==> src/rtl/instr_fetch_unit.sv <==
// Instruction fetch unit: word fetch, halfword split, small PC-tagged buffer.
// One memory request in flight at most; redirects flush and restart fetch.
module instr_fetch_unit #(
    parameter int                    ADDR_WIDTH = 32,
    parameter int                    FIFO_DEPTH = 4,
    parameter logic [ADDR_WIDTH-1:0] RESET_PC   = '0
) (
    input  logic                  clk,
    input  logic                  n_reset,
    output logic                  mem_req,
    output logic [ADDR_WIDTH-1:0] mem_addr,
    input  logic                  mem_ack,
    input  logic [31:0]           mem_rdata,
    input  logic                  redirect_valid,
    input  logic [ADDR_WIDTH-1:0] redirect_pc,
    input  logic                  stall,
    output logic                  instr_valid,
    input  logic                  instr_ready,
    output logic [15:0]           instr,
    output logic [ADDR_WIDTH-1:0] instr_pc,
    output logic                  fifo_empty
);

    localparam int PW = $clog2(FIFO_DEPTH);
    localparam int CW = PW + 1;
    localparam logic [ADDR_WIDTH-1:0] ONE  = ADDR_WIDTH'(1);
    localparam logic [ADDR_WIDTH-1:0] FOUR = ADDR_WIDTH'(4);

    typedef enum logic [1:0] {
        S_IDLE,
        S_REQ,
        S_DISCARD
    } state_t;

    state_t                state_q;
    logic [ADDR_WIDTH-1:0] fetch_pc_q;
    logic                  mem_req_q;
    logic [ADDR_WIDTH-1:0] mem_addr_q;

    logic [15:0]           ibuf_q [FIFO_DEPTH];
    logic [ADDR_WIDTH-1:0] pbuf_q [FIFO_DEPTH];
    logic [PW-1:0]         rd_ptr_q;
    logic [PW-1:0]         wr_ptr_q;
    logic [CW-1:0]         count_q;
    logic [CW-1:0]         count_d;

    logic [ADDR_WIDTH-1:0] redir_pc;
    logic [ADDR_WIDTH-1:0] pc_word;
    logic [ADDR_WIDTH-1:0] pc_hi_half;
    logic [ADDR_WIDTH-1:0] next_word;
    logic                  can_req;
    logic                  ack_ok;
    logic                  two_half;
    logic [1:0]            push_cnt;
    logic                  pop;
    logic [15:0]           push_d0;
    logic [PW-1:0]         wr_ptr_p1;

    // Halfword addresses only: bit0 of the target is dropped.
    assign redir_pc   = redirect_pc & ~ONE;
    assign pc_word    = {fetch_pc_q[ADDR_WIDTH-1:2], 2'b00};
    assign pc_hi_half = {fetch_pc_q[ADDR_WIDTH-1:2], 2'b10};
    assign next_word  = pc_word + FOUR;

    // A request needs room for both halves of a word.
    assign can_req  = (count_q <= CW'(FIFO_DEPTH - 2));
    assign ack_ok   = (state_q == S_REQ) && mem_ack && !redirect_valid;
    assign two_half = !fetch_pc_q[1];
    assign push_cnt = !ack_ok ? 2'd0 : (two_half ? 2'd2 : 2'd1);
    assign push_d0  = two_half ? mem_rdata[31:16] : mem_rdata[15:0];
    assign wr_ptr_p1 = wr_ptr_q + PW'(1);

    assign fifo_empty  = (count_q == '0);
    assign instr_valid = !fifo_empty && !stall && !redirect_valid;
    assign pop         = instr_valid && instr_ready;
    assign instr       = ibuf_q[rd_ptr_q];
    assign instr_pc    = pbuf_q[rd_ptr_q];
    assign mem_req     = mem_req_q;
    assign mem_addr    = mem_addr_q;

    assign count_d = count_q + CW'(push_cnt) - CW'(pop);

    // Fetch sequencer: issue, hold until ack, drop data across redirects.
    always_ff @(posedge clk or negedge n_reset) begin
        if (!n_reset) begin
            state_q    <= S_IDLE;
            fetch_pc_q <= RESET_PC;
            mem_req_q  <= 1'b0;
            mem_addr_q <= {RESET_PC[ADDR_WIDTH-1:2], 2'b00};
        end else begin
            unique case (state_q)
                S_IDLE: begin
                    if (redirect_valid) begin
                        fetch_pc_q <= redir_pc;
                    end else if (can_req) begin
                        state_q    <= S_REQ;
                        mem_req_q  <= 1'b1;
                        mem_addr_q <= pc_word;
                    end
                end
                S_REQ: begin
                    if (redirect_valid) begin
                        fetch_pc_q <= redir_pc;
                        if (mem_ack) begin
                            state_q   <= S_IDLE;
                            mem_req_q <= 1'b0;
                        end else begin
                            state_q <= S_DISCARD;
                        end
                    end else if (mem_ack) begin
                        fetch_pc_q <= next_word;
                        state_q    <= S_IDLE;
                        mem_req_q  <= 1'b0;
                    end
                end
                S_DISCARD: begin
                    if (redirect_valid) begin
                        fetch_pc_q <= redir_pc;
                    end
                    if (mem_ack) begin
                        state_q   <= S_IDLE;
                        mem_req_q <= 1'b0;
                    end
                end
                default: begin
                    state_q   <= S_IDLE;
                    mem_req_q <= 1'b0;
                end
            endcase
        end
    end

    // Instruction buffer: push one or two halves on ack, pop on handshake.
    always_ff @(posedge clk or negedge n_reset) begin
        if (!n_reset) begin
            rd_ptr_q <= '0;
            wr_ptr_q <= '0;
            count_q  <= '0;
            for (int i = 0; i < FIFO_DEPTH; i++) begin
                ibuf_q[i] <= '0;
                pbuf_q[i] <= '0;
            end
        end else if (redirect_valid) begin
            rd_ptr_q <= '0;
            wr_ptr_q <= '0;
            count_q  <= '0;
        end else begin
            if (ack_ok) begin
                ibuf_q[wr_ptr_q] <= push_d0;
                pbuf_q[wr_ptr_q] <= fetch_pc_q;
                if (two_half) begin
                    ibuf_q[wr_ptr_p1] <= mem_rdata[15:0];
                    pbuf_q[wr_ptr_p1] <= pc_hi_half;
                end
            end
            wr_ptr_q <= wr_ptr_q + PW'(push_cnt);
            rd_ptr_q <= rd_ptr_q + PW'(pop);
            count_q  <= count_d;
        end
    end

endmodule

==> config.mk <==
export PLATFORM = sky130hd
export DESIGN_NAME = instr_fetch_unit
export DESIGN_NICKNAME = d
export VERILOG_FILES = /design/src/rtl/instr_fetch_unit.sv
export SDC_FILE = /design/constraint.sdc
export NUM_CORES = 1
export LEC_CHECK = 0
export ABC_AREA = 1
export BUFFER_PORTS_ARGS = -buffer_cell sky130_fd_sc_hd__buf_4
export CAP_MARGIN = 20
export CORE_ASPECT_RATIO = 0.8
export CORE_MARGIN = 10
export CORE_UTILIZATION = 55
export DETAILED_ROUTE_END_ITERATION = 6
export PLACE_DENSITY_LB_ADDON = 0.05
export SYNTH_ARGS = -nofsm -noshare
export SYNTH_HDL_FRONTEND = slang
export SYNTH_SLANG_ARGS = --single-unit
==> constraint.sdc <==
create_clock -name clk -period 7.09 [get_ports clk]
set_input_delay 0.709 -clock clk [delete_from_list [all_inputs] [get_ports clk]]
set_output_delay 0.709 -clock clk [all_outputs]
set_load 0.05 [all_outputs]
==> key figures <==
Place
  – Final Wtd Congestion: 0.9376
  – HPWL after detailed placement: 25.28 mm
  – I/O Buffers: approximately 150

GRT
  – Grt total ovfl: 0
  – Antenna violations before repair: 0
  – GRT Total Usage: 0.2606
  – Largest net degree at the start of global routing: 96
  – Number of global-route vias before repair: between 10,000 and 15,000
  – Global-route wire length before repair: 63.92 mm

STA
  – Worst-Margin Slew: about 1.0 ns
  – Setup tns final: 0 ns
  – Setup violations, final: 0
  – Clk_skew: about 0.011 ns
  – Min Clock Period, post-route: 3.537 ns
  – Period utilization: 0.4989
  – Fin. Hold Viols: 0
  – Relative slew slack: 0.3002
  – Fmax: between 200 and 300 MHz
  – Max-slew violations: 0
  – Unrepaired setup endpoints after global routing: false

Setup path
  – Nature of the critical path endpoint: output port
  – CP startpoint kind: flip-flop
  – WP data arrival: between 2 and 3 ns
  – Req. time, crit path: 6.38 ns
  – Worst-path fanout max: 70
  – CP Class: flip-flop to output port

Logic synthesis
  – Synth Area per Inst: a little under 8 sq um
  – Register area share after synthesis: 0.5019
  – Flop and latch count out of synthesis: approximately 260
  – EDFF count, synth: 0
  – Syn Inst Count: around 1,700
  – Synthesized cell area: approximately 13,000 sq um
  – Cell variety after synth: 39
  – Yosys warnings: 0
  – Synth Flop Type: dfrtp_1
  – Async SR Flop Fraction: 1.000

Power and ir drop
  – VDD IR max: roughly 0.00046 V
  – Final Total Pwr: 7.343 mW
  – Clk network pwr share: 0.214
  – Pwr/cell area: roughly 480 nW/um^2
  – Sequential share of power: 0.363
  – Pleak: ~7.4 nW
  – Logic pwr share: 0.423
  – Net Sw Frac: 0.4445
  – P_sw: between 3 and 4 mW
  – Internal: roughly 4.1 mW

Clocking
  – Post-CTS Setup Bufs: 0
  – Clk_lat worst skew: 0.53 ns
  – CTS tree: done
  – Cts hold-fix bufs: 0
  – Clock root buffer: clkbuf_16
  – Post_cts resized: 0
  – Max H-tree Level: 1
  – Clk pin slew, worst setup/hold paths: around 0.06 ns
  – Clock Tree Buf Depth: 3
  – Sink Count: between 200 and 300
  – CTS Buf Count: 27

Drt
  – DR vias/cell: just under 6
  – Highest Signal Layer: met4
  – WL met1: around 18 mm
  – Post-route ant nets: 0
  – Wirelength per Cell: 18.95 um
  – Remaining DRCs: 0
  – Initial DRC Count: approximately 1,300
  – Drt total wl: around 40 mm
  – Met3 routed WL: approximately 3.7 mm
  – Met2 WL post-DR: about 17 mm
  – Via count: ~12,000
  – DR pass1 iterations: 6

Finish
  – ANT cells: 0
  – Share of layout cells above drive strength 1: 0.1432
  – Final #Nets: 1,856
  – Most common cell after layout, fill and taps aside: nand2_1
  – Area delta synth->final: 16.51%
  – Highest-count cells in the layout ignoring fill and taps: nand2_1, o21ai_0, dfrtp_1

Flow run
  – Max-cap violations: 0

Die
  – DIE HEIGHT: about 160 um
  – Top Ports: 153
  – Die Wd: a little under 200 um
  – Core outline area: around 23,000 sq um
  – Die ar.: 30,460 sq um
  – Starting Density: 0.5590
  – # rows: 50

Hold path
  – Min-Delay Path Class: input port to async pin

Outcome
  – Status: complete, no violations
-- worst max-delay path, cell delays in order, from the launching register on --
cell,delay (ns)
dfrtp_2,0.40
inv_2,0.37
buf_4,0.69
o21ai_0,0.14
o21ai_0,0.39
buf_4,0.28
-- synthesized netlist by cell type, types with 13 or more instances --
master / instances / area [sq um]
a21oi_1: 22 / 110.1
nor2_1: 226 / 848.3
nand2_1: 389 / 1460
o22ai_1: 115 / 719.4
o21ai_0: 267 / 1336
nand3_1: 38 / 190.2
inv_1: 109 / 409.1
o21ai_1: 78 / 390.4
buf_2: 33 / 165.2
dfrtp_1: 263 / 6581
inv_2: 13 / 48.80
clkbuf_1: 61 / 229.0
-- power groups by stage --
stage	registers, mW	clock network, mW	logic [mW]
2_1_floorplan	2.78	0	1.99
3_3_place_gp	2.65	0	3.05
3_5_place_dp	2.66	0	3.11
4_1_cts	2.65	1.59	3.12
5_1_grt	2.74	1.65	3.44
6_report	2.66	1.57	3.11
-- cell families after synthesis --
| group | synth area share |
|---|---|
| fa+ha+maj | 0.01107 |
| flops | 0.5019 |
| xor+xnor | 0.004007 |
| compound gates | 0.2006 |
| other cells | 0.0002860 |
| mux | 0.006011 |
| simple gates | 0.2057 |
| buf+inv | 0.07041 |
-- area by class of cell --
type | count | area, sq um
clock buffers | 38 | 807.0
clock inverters | 11 | 183.9
fillers | 2094 | 8182
inverters | 123 | 461.7
multi-input cells | 1198 | 5629
flip-flops and latches | 263 | 6583
well taps | 312 | 390.4
repair buffers | 162 | 1224
-- final timing paths --
path                           endpoint  slack, ns            from  depth (start not counted)
hold reg to reg              pbuf_q[53]       0.48      pbuf_q[53]                          2
max in group asynchronous  mem_addr[14]       5.59         n_reset                          2
hold / removal                ibuf_q[2]       0.11         n_reset                          1
min in group clk            rd_ptr_q[0]       0.42  redirect_valid                          2
setup / recovery            instr_pc[1]       3.55     rd_ptr_q[0]                          5
setup reg to reg             pbuf_q[40]       4.00   fetch_pc_q[1]                         10
-- layer usage --
layer / vias up / track usage
met4: 0 / 0.05490
li1: 5767 / -
met1: 5868 / 0.3847
met3: 60 / 0.05211
met5: - / 0
met2: 537 / 0.3871
-- flip-flops by register name, indices dropped and copies added (netlist names) --
signal,flops
state_q,2
fetch_pc_q,31
rd_ptr_q,2
ibuf_q,64
pbuf_q,128
count_q,3
wr_ptr_q,2
mem_req,1
mem_addr,30
-- stage by stage --
step	worst slack, ns	instances	instance area [sq um]	util	hold WS, ns
2_1_floorplan	3.469	1688	13120	-	0.4134
3_3_place_gp	4.072	2058	14290	0.6090	0.4624
3_5_place_dp	4.038	2058	14290	0.6090	0.4686
4_1_cts	3.623	2107	15280	0.6513	0.1301
5_1_grt	3.439	2107	15280	0.6513	0.1500
6_report	3.553	2107	15280	0.6513	0.1127
Note: power is estimated with default switching activity, not from simulation.
